$ cat config.mk
export PLATFORM = sky130hd
export DESIGN_NAME = demux1_3_buf
export DESIGN_NICKNAME = d
export VERILOG_FILES = /design/src/rtl/demux1_3_buf_pkg.sv /design/src/rtl/demux1_3_buf_sync_fifo.sv /design/src/rtl/demux1_3_buf.sv
export SDC_FILE = /design/constraint.sdc
export NUM_CORES = 1
export LEC_CHECK = 0
export CAP_MARGIN = 20
export CORE_MARGIN = 4
export CORE_UTILIZATION = 30
export CTS_CLUSTER_DIAMETER = 40
export DETAILED_ROUTE_END_ITERATION = 7
export PLACE_DENSITY = 0.71
export SLEW_MARGIN = 20
export SYNTH_ARGS = -nofsm -noshare
export SYNTH_HDL_FRONTEND = slang
export SYNTH_SLANG_ARGS = --single-unit
$ cat constraint.sdc
create_clock -name clk -period 2.35 [get_ports clk]
set_input_delay 0.47 -clock clk [delete_from_list [all_inputs] [get_ports clk]]
set_output_delay 0.47 -clock clk [all_outputs]
set_load 0.02 [all_outputs]
$ cat src/rtl/demux1_3_buf_pkg.sv
// rtl/demux1_3_buf_pkg.sv - shared select encodings and destination indices for the result router
package demux1_3_buf_pkg;

   localparam int WIDTH_DEF = 19;

   localparam logic [1:0] SEL_A   = 2'b00;
   localparam logic [1:0] SEL_B   = 2'b01;
   localparam logic [1:0] SEL_C   = 2'b11;
   localparam logic [1:0] SEL_BAD = 2'b10;

   typedef logic [1:0] dest_t;

   localparam dest_t DST_A = 2'd0;
   localparam dest_t DST_B = 2'd1;
   localparam dest_t DST_C = 2'd2;

   // Mirrors the 3:1 source-select encoding; the unused code falls back to port a.
   function automatic dest_t decode_sel(input logic [1:0] sel);
      dest_t d;
      case (sel)
         SEL_A:   d = DST_A;
         SEL_B:   d = DST_B;
         SEL_C:   d = DST_C;
         default: d = DST_A;
      endcase
      return d;
   endfunction

endpackage

$ cat src/rtl/demux1_3_buf_sync_fifo.sv
// rtl/demux1_3_buf_sync_fifo.sv - single-clock FIFO with push/pop, occupancy count and empty flag
module sync_fifo #(
   parameter int W     = 21,
   parameter int DEPTH = 2,
   parameter int PW    = $clog2(DEPTH),
   parameter int CW    = $clog2(DEPTH + 1)
) (
   input  logic          clk,
   input  logic          rst,
   input  logic          push,
   input  logic          pop,
   input  logic [W-1:0]  wdata,
   output logic [W-1:0]  rdata,
   output logic [CW-1:0] count,
   output logic          empty
);

   logic [W-1:0]  mem_q [DEPTH];
   logic [PW-1:0] wr_ptr_q, wr_ptr_d;
   logic [PW-1:0] rd_ptr_q, rd_ptr_d;
   logic [CW-1:0] count_q, count_d;
   logic          full;
   logic          do_push;
   logic          do_pop;

   assign full    = (count_q == CW'(DEPTH));
   assign empty   = (count_q == '0);
   assign do_push = push && !full;
   assign do_pop  = pop && !empty;
   assign count   = count_q;
   assign rdata   = mem_q[rd_ptr_q];

   // DEPTH is a power of two, so pointer wrap is the natural PW-bit rollover.
   always_comb begin
      wr_ptr_d = do_push ? wr_ptr_q + PW'(1) : wr_ptr_q;
      rd_ptr_d = do_pop  ? rd_ptr_q + PW'(1) : rd_ptr_q;
      count_d  = count_q + CW'(do_push) - CW'(do_pop);
   end

   always_ff @(posedge clk) begin
      if (rst) begin
         wr_ptr_q <= '0;
         rd_ptr_q <= '0;
         count_q  <= '0;
      end else begin
         wr_ptr_q <= wr_ptr_d;
         rd_ptr_q <= rd_ptr_d;
         count_q  <= count_d;
      end
   end

   always_ff @(posedge clk) begin
      if (do_push && !rst) begin
         mem_q[wr_ptr_q] <= wdata;
      end
   end

endmodule

$ cat src/rtl/demux1_3_buf.sv
// rtl/demux1_3_buf.sv - buffered 1-to-3 result router with per-port valid/ready and illegal-select flag
module demux1_3_buf
   import demux1_3_buf_pkg::*;
#(
   parameter int WIDTH = WIDTH_DEF,
   parameter int DEPTH = 2
) (
   input  logic             clk,
   input  logic             rst,
   input  logic             in_valid,
   output logic             in_ready,
   input  logic [WIDTH-1:0] in_data,
   input  logic [1:0]       in_sel,
   output logic             a_valid,
   output logic             b_valid,
   output logic             c_valid,
   input  logic             a_ready,
   input  logic             b_ready,
   input  logic             c_ready,
   output logic [WIDTH-1:0] a_data,
   output logic [WIDTH-1:0] b_data,
   output logic [WIDTH-1:0] c_data,
   output logic             sel_err
);

   localparam int CW = $clog2(DEPTH + 1);

   logic [WIDTH+1:0] head;
   logic [WIDTH-1:0] head_data;
   dest_t            head_dest;
   logic [CW-1:0]    count;
   logic             empty;
   logic             push;
   logic             pop;
   logic             head_valid;
   logic             sel_err_q, sel_err_d;

   // in_ready looks only at registered occupancy, so a pop never frees a slot in the same cycle.
   assign in_ready = !rst && (count != CW'(DEPTH));
   assign push     = in_valid && in_ready;

   sync_fifo #(
      .W     (WIDTH + 2),
      .DEPTH (DEPTH)
   ) u_fifo (
      .clk   (clk),
      .rst   (rst),
      .push  (push),
      .pop   (pop),
      .wdata ({in_data, decode_sel(in_sel)}),
      .rdata (head),
      .count (count),
      .empty (empty)
   );

   assign head_data  = head[WIDTH+1:2];
   assign head_dest  = head[1:0];
   assign head_valid = !rst && !empty;

   assign a_valid = head_valid && (head_dest == DST_A);
   assign b_valid = head_valid && (head_dest == DST_B);
   assign c_valid = head_valid && (head_dest == DST_C);

   assign a_data = a_valid ? head_data : '0;
   assign b_data = b_valid ? head_data : '0;
   assign c_data = c_valid ? head_data : '0;

   assign pop = (a_valid && a_ready) || (b_valid && b_ready) || (c_valid && c_ready);

   assign sel_err_d = push && (in_sel == SEL_BAD);
   assign sel_err   = sel_err_q;

   always_ff @(posedge clk) begin
      if (rst) begin
         sel_err_q <= 1'b0;
      end else begin
         sel_err_q <= sel_err_d;
      end
   end

endmodule

# ---- Word level (Yosys, flattened, before mapping)
# Memories as Yosys holds them, arrays and structs flattened. A register that Yosys moved wholly into a read port is not among the register bits.
# Index checks and enable logic that the tools add are counted.
dict set report totals {
  regBits 5
  latchBits 0
  ram_bits 42
  mem_bits_ro 0
  in_bits 27
  out_inout_bits 62
  wordCells 44
  n_memories 1
}
# memory depth width read_ports rd_ports_with_merged_regs write_ports line_no
set memory_table {}
lappend memory_table {u_fifo.mem_q 2 21 1 1 1 demux1_3_buf_sync_fifo.sv:18} ;# logic [W-1:0] mem_q [DEPTH];
dict set report classes {
  add_sub_neg 4
  multipliers 0
  div_mod_pow 0
  order_cmp 0
  n_eq_ne 7
  shift 0
  n_mux 8
  bitwise 0
  reduce_logical 20
}
# cell n
set ops {}
lappend ops {{$mux W19} 3}
lappend ops {{$logic_and A1 B1 Y1} 13}
lappend ops {{$eq A2 B2 Y1 const B} 4}
lappend ops {{$eq A2 B1 Y1 const B} 2}
lappend ops {{$logic_not A2 Y1} 2}
lappend ops {{$mux W1} 4}
lappend ops {{$pmux W2 S2} 1}
lappend ops {{$logic_not A1 Y1} 3}
lappend ops {{$add A1 B1 Y1 const B} 2}
lappend ops {{$add A2 B1 Y2} 1}
lappend ops {{$logic_or A1 B1 Y1} 2}
lappend ops {{$ne A2 B2 Y1 const B} 1}
lappend ops {{$sub A2 B1 Y2} 1}

# ---- Longest topological paths before layout
# Gate-level depths: netlist of run 1.
dict set report logic_depth {
  depth_word 10
  depth_mapped 11
  mapped_depth_nobuf 10
}

# ---- Cells and area by module
# A second synthesis of run 1 with hierarchy kept.
dict set report unflattened {
  hier_cells 166
  area_unflattened_um2 2285.9
}
# module instances cells_per_inst area_per_inst_um2 seq_area_each_um2
set modules_own_cells {}
lappend modules_own_cells {sync_fifo 1 89 1755.4 1361.3}
lappend modules_own_cells {demux1_3_buf 1 77 530.5 20.0}

# ---- Least setup slack after synthesis of run 1
# Ideal clock, no wire load.
dict set report synth_path {
  kind {input to register}
  start {in rst}
  end {mem u_fifo.mem_q[0][0] (enable)}
  arrival_ns 1.934
  setup_slack_ns 0.017
  stages 3
  path_buffers 0
  path_cell_list {a21oi_1 -> nand2_1 -> nor2_1}
}
dict set report synth_between {
  elab_chain_cells 7
}
# element line_no
set synth_rtl {}
lappend synth_rtl {{from (decl)} demux1_3_buf.sv:9} ;# input logic rst,
lappend synth_rtl {{$logic_not A1 Y1 *} {demux1_3_buf_sync_fifo.sv:53, demux1_3_buf.sv:39}}
lappend synth_rtl {{$logic_and A1 B1 Y1} demux1_3_buf.sv:39} ;# assign in_ready = !rst && (count != CW'(DEPTH));
lappend synth_rtl {{$logic_and A1 B1 Y1} demux1_3_buf.sv:40} ;# assign push = in_valid && in_ready;
lappend synth_rtl {{$logic_and A1 B1 Y1} demux1_3_buf_sync_fifo.sv:28} ;# assign do_push = push && !full;
lappend synth_rtl {{$logic_and A1 B1 Y1 *} demux1_3_buf_sync_fifo.sv:53} ;# if (do_push && !rst) begin
lappend synth_rtl {{$mux W1 *} demux1_3_buf_sync_fifo.sv:53}
lappend synth_rtl {{$mux W1 (not written as such) *} demux1_3_buf_sync_fifo.sv:54} ;# mem_q[wr_ptr_q] <= wdata;
lappend synth_rtl {{to (decl)} demux1_3_buf_sync_fifo.sv:18}
# Mark *: on every way between the ends. The rest lies on a longest branch, timed or not.

# ---- Worst setup path after layout of run 1
dict set report layout_path {
  start {in rst}
  end {out a_valid}
}
dict set report layout_between {
  elab_chain_cells 3
}
# element line_no
set layout_rtl {}
lappend layout_rtl {{$logic_not A1 Y1} demux1_3_buf.sv:58} ;# assign head_valid = !rst && !empty;
lappend layout_rtl {{$logic_and A1 B1 Y1} demux1_3_buf.sv:58}
lappend layout_rtl {{$logic_and A1 B1 Y1} demux1_3_buf.sv:60} ;# assign a_valid = head_valid && (head_dest == DST_A);
lappend layout_rtl {{to (decl)} demux1_3_buf.sv:14} ;# output logic a_valid,
# Every way passes these cells.

==> results of run 1 <==
[stage by stage]
step | TNS (ps) | hold WS [ps] | util, % | setup slack [ps] | power (mW)
floorplan | 0 | 454 | - | 17.1 | 1.53
global placement | -20970 | 478 | 47.1 | -405 | 1.81
detailed placement | -21910 | 491 | 47.1 | -421 | 1.82
CTS | 0 | 506 | 46.4 | 0.741 | 2.37
global route | -634 | 532 | 46.1 | -58.6 | 2.51
finish | 0 | 514 | 46.1 | 59.9 | 2.37
[cell families after synthesis]
kind of cell               synth area share [%]
adders and majority gates                  1.18
buffers and inverters                      3.83
muxes                                      11.7
AOI/OAI and AO/OA                          2.53
DFF                                        65.1
and+or+nand+nor                            14.5
xor gates and xnor gates                   1.24
[area by class of cell]
class | instances | share of cell area (%)
inverters | 8 | 0.954
flip-flops and latches | 48 | 44.0
multi-input cells | 110 | 22.2
clock buffers | 5 | 2.19
clock inverters | 3 | 1.47
repair buffers | 103 | 25.4
well taps | 96 | 3.82
[state kept, by name, indices dropped and copies added (netlist names), named ones only]
| register | cells |
|---|---|
| sel_err | 1 |
| u_fifo.count | 2 |
| u_fifo.mem_q | 42 |
| u_fifo.rd_ptr_q | 1 |
| u_fifo.wr_ptr_q | 1 |
[repair_timing]
action,4_1_cts,5_1_grt
setup endpoints to repair,60,62
gates resized for setup,216,58
gates cloned,0,1
[power breakdown]
| part | switching [mW] | total [mW] | leakage (nW) | internal [mW] |
|---|---|---|---|---|
| logic | 0.397 | 0.736 | 0.830 | 0.339 |
| clock network | 0.269 | 0.590 | 0.0548 | 0.320 |
| registers | 0.0430 | 1.05 | 0.436 | 1.01 |
[per-layer routing]
metal / track usage (%) / wire, um / up-vias
li1: - / - / 801
met3: 3.20 / 363 / 4
met4: 3.71 / 41 / 0
met2: 19.3 / 2480 / 55
met5: 0 / 0 / -
met1: 12.3 / 2040 / 728
[final timing paths]
path,startpoint,end,slack (ps),depth (start not counted)
setup reg to reg,flop,u_fifo.count[1]$_SDFF_PP0_,120,11
setup / recovery,rst,a_valid,60,7
hold / removal,u_fifo.rd_ptr_q$_SDFFE_PP0P_,flop,510,1
hold reg to reg,u_fifo.rd_ptr_q$_SDFFE_PP0P_,flop,510,1
[synthesized netlist by cell type]
cell and instances:
ha_1 2, nor3b_1 1, xor2_1 1, a311oi_1 1
o21bai_1 1, a21oi_1 1, nor2b_1 4, buf_4 1
o32ai_1 1, o31ai_1 2, inv_1 8, xnor2_1 2
buf_2 5, dfxtp_1 6, nor2_1 61, edfxtp_1 42
mux2i_1 21, buf_6 1, nand2_1 4, mux2_4 1
nand2b_1 2, clkbuf_1 2, and2_1 3, a2111oi_0 1
mux2i_4 1
==> results.md, run 1 <==
* Max incr delay on CP at 430 ps
* Total CTS buffers at 5
* Crit path max-delay cell type: clkdlybuf4s50_1
* Largest net degree at the start of global routing at 22
* Min cycle time layout at roughly 2300 ps
* Min-delay worst type: flop to flop
* Post-CTS Setup Inserts at 0
* Synthesis warning total at 0
* Net count, final at 305
* DR DRC count at 0
* # fillers at approximately 700
* Initial antenna violation count at 0
* Placed insts at 364
* GP Congestion at 0.693
* Finish-stage setup viols at 0
* Most frequent cells in the layout: 58 x nor2_1, 42 x edfxtp_1, 36 x buf_2, 33 x buf_4, 27 x clkdlybuf4s50_1
* Biggest area consumer among synthesized cells: edfxtp_1
* Max H-tree Level at 2
* Worst Skew at 4.34 ps
* Synth cell types at 25
* Sequential fraction of the synthesis area at about two thirds
* Outcome: finished clean
* Total routed wirelength at approximately 5000 um
* #FFs+latches synth at 48
* Placed cell area at approximately 0.0032 mm^2
* Via density per instance at 4.26
* Port bufs at 88
* Final Hold Viols at 0
* Least-Margin Pin Slew at 384 ps
* ANT cells at 0
* Area fraction of the dominant cell type after synthesis at 59.4%
* Core Region at 0.00683 mm^2
* Mapped cell area at 0.00212 mm^2
* Overflow after GRT at 0
* Final Max Tran Viols at 0
* Power per cell area at 754 mW/mm^2
* Latest clock arrival within the worst-skew pair at 290 ps
* Vias in the first global route at 1528
* Multi-input logic area at 698 um^2
* Clock Path Buffers at 2
* Ports at 89
* DR WL/cell at 13.2 um
* Detailed Place HPWL at 3600 um
* All-Layer GR Usage at a little over a tenth
* Fin area at 0.00315 mm^2
* CP bufs+invs at 4
* Fmax at about 440 MHz
* Starting DRC count in detailed routing at between 50 and 60
* Final worst-path cycle share at 97.5%
* Worst-path clk slew at 90 ps
* Final Non-Filler Cells at about 370
* Commonest non-fill, non-tap cell in the layout: nor2_1
* Reg area at 0.00139 mm^2
* Crit-path leading delay family: buffers and inverters
* CTS tree: yes
* Max cap viols at 0
* Synthesis-to-finish area growth at 48.2%
* Syn Inst Count at 175
* Main area contributors after synthesis: edfxtp_1 59%, nor2_1 11%, mux2i_1 9.9%
* Clk sinks at 48
* Routed Antenna Nets at 0
* Initial Utilization at between 30% and 40%
* Critical Path End Type: primary output
* Die height at 92.1 um
* Slew headroom at 73.7%
* First-pass DRT Iterations at 4
* Syn avg cell area at between 10 and 15 um^2
* Rows at 30
* Setup CP Type: primary input to primary output
* Root buf cell: clkbuf_8
* DIE AREA at 0.00849 mm^2
* Hold_buf cts at 0
* Die width at 92.1 um
* First-pass GRT wire length at just over 7000 um
* Leakage power at between 1 and 1.5 nW
* RSZ-0062 raised after global routing: yes
* DR vias at 1588
* Worst vdd ir at about 0.00036 V
* CP required at 1880 ps
* Crit path max fanout at 5
* Worst setup SP type: primary input
* Data arrival, critical path at 1820 ps
* Share of layout cells above drive strength 1 at about 34%
* Syn_nets at 204
* Crit-path cells: clkdlybuf4s50_1, o21bai_4, nor2b_4, nand2_1, buf_4, inv_1, clkdlybuf4s15_2
Power figures use the tool's default switching activity.
==> run 2, diff against run 1 <==
GPL_TIMING_DRIVEN = 0   (was unset)
==> run 2 against run 1 <==
Count of clock-buffer cells in the layout stayed put; critical path depth is 1 lower; total power is 3.5% lower; cell count is 0.80% lower; routed wire length is 4.6% higher; clock skew is 0.87 ps lower; combinational power is 8.3% higher; largest power group unchanged; highest routed layer unchanged.
==> results.md, run 2 (synthesis results as in run 1) <==
* Leakage power at around 1.3 nW
* Commonest non-fill, non-tap cell in the layout: nor2_1
* CP startpoint: rst
* Psw at slightly above 0.7 mW
* Worst-path clk slew at 80 ps
* Comb pwr share at 34.8%
* ANT cells at 0
* Final Hold Viols at 0
* Worst setup SP type: primary input
* Power per cell area at a little over 700 mW/mm^2
* DR WL/cell at 13.9 um
* Smallest hold slack at 488 ps
* RSZ-0062 raised after global routing: no
* GP Congestion at 0.655
* Critical Path End Type: primary output
* Reg power frac at around 46%
* Clk sinks at 48
* Vias in the first global route at around 1600
* Worst Skew at 3.48 ps
* Data arrival, critical path at approximately 1800 ps
* Util after Layout at 46.2%
* CTS tree: yes
* Slew headroom at between 30% and 40%
* R2r endpoint: u_fifo.count[1]$_SDFF_PP0_
* Die width at 92.1 um
* Switching Fraction at 31.1%
* Clock power frac at between 10% and 20%
* Root buf cell: clkbuf_8
* Fmax at 438 MHz
* Total routed wirelength at 5150 um
* Min-delay worst type: flop to flop
* CP endpoint: c_data[16]
* Max H-tree Level at 2
* Clock Path Buffers at 2
* Routed Antenna Nets at 0
* DR vias at around 1600
* Total power at between 2 and 2.5 mW
* Final worst-path cycle share at 97.2%
* Core Region at 0.00683 mm^2
* Crit path max fanout at 10
* FF-to-FF setup slack at 150 ps
* Number of flip-flops in the largest register at 42
* Most frequent cells in the layout: 60 x nor2_1, 42 x edfxtp_1, 39 x buf_2, 27 x clkdlybuf4s50_1, 17 x clkdlybuf4s15_2
* Rows at 30
* Internal power at 1.58 mW
* Starting DRC count in detailed routing at 23
* First-pass GRT wire length at roughly 7500 um
* Latest clock arrival within the worst-skew pair at between 200 and 300 ps
* Min cycle time layout at 2290 ps
* Worst vdd ir at 0.000329 V
* Finish-stage setup viols at 0
* Detailed Place HPWL at 3650 um
* Setup TNS at 0 ps
* DR DRC count at 0
* Share of layout cells above drive strength 1 at 34.3%
* Largest Register: u_fifo.mem_q
* Synthesis-to-finish area growth at 48.8%
* Die height at 92.1 um
* All-Layer GR Usage at 11.4%
* DIE AREA at between 0.008 and 0.009 mm^2
* Via density per instance at 4.36
* FF-to-FF path depth at 11
* Max cap viols at 0
* Overflow after GRT at 0
* Largest net degree at the start of global routing at 22
* First-pass DRT Iterations at 4
* Ports at 89
* Net count, final at 302
* Least-Margin Pin Slew at 1030 ps
* Initial antenna violation count at 0
* Hold_buf cts at 0
* Final Max Tran Viols at 0
* Initial Utilization at 31.1%
* CP required at 1880 ps
* Total CTS buffers at 5
* Setup CP Type: primary input to primary output
* Port bufs at 88
* Outcome: finished clean
==> run 2: area by class of cell <==
cell class | count | area [um^2]
Inverter | 8 | 30.0
Buffer | 9 | 82.6
Multi-Input combinational cell | 110 | 739
Clock inverter | 3 | 13.8
Sequential cell | 48 | 1380
Clock buffer | 5 | 68.8
Tap cell | 96 | 120
Timing Repair Buffer | 91 | 722
Fill cell | 670 | 3670
==> run 2: power groups by stage <==
stage / Combinational (mW) / Sequential, mW / Clock, mW
floorplan: 0.482 / 1.04 / 0
global placement: 0.726 / 1.05 / 0
detailed placement: 0.748 / 1.05 / 0
CTS: 0.773 / 1.03 / 0.470
global route: 0.858 / 1.05 / 0.511
finish: 0.797 / 1.04 / 0.453
==> run 2: through the flow <==
step / cell area, um^2 / worst slack (ps) / cells
5_1_grt: 3160 / 0.0782 / 370
3_3_place_gp: 3120 / -833 / 359
6_report: 3160 / 64.8 / 370
2_1_floorplan: 2120 / 17.1 / 175
4_1_cts: 3310 / -5.83 / 368
3_5_place_dp: 3140 / -777 / 360
==> run 2: repair_timing <==
item	4_1_cts	5_1_grt
pin swaps	0	1
setup buffers	0	2
resized for setup	198	51
setup endpoints to repair	81	57
==> run 2: metal layers <==
layer  GRT usage [%]  wire length, um
met5               0                0
met2            21.8             2630
met1            12.2             2130
met4            2.60               44
met3            3.28              347
==> run 2: worst max-delay path, cell delays in order <==
cell and delay, ps:
dlygate4sd2_1 300, o21bai_4 230, nand2b_1 170, clkbuf_4 210, nor2_1 140, clkdlybuf4s15_2 280
==> run 2: how the worst min path moves through the flow <==
stage / from / endpoint / cells after the start
after detailed placement: u_fifo.rd_ptr_q$_SDFFE_PP0P_ / flop / 1
after global placement: u_fifo.rd_ptr_q$_SDFFE_PP0P_ / u_fifo.rd_ptr_q$_SDFFE_PP0P_ / 1
final: u_fifo.rd_ptr_q$_SDFFE_PP0P_ / flop / 1
after floorplan: u_fifo.rd_ptr_q$_SDFFE_PP0P_ / flop / 1
after global routing: u_fifo.rd_ptr_q$_SDFFE_PP0P_ / flop / 1
after CTS: u_fifo.rd_ptr_q$_SDFFE_PP0P_ / flop / 1
==> run 3, diff against run 2 <==
SLEW_MARGIN = unset   (was 20)
==> results of run 3 <==
Final layout, timing and power as in run 2 (identical DEF).
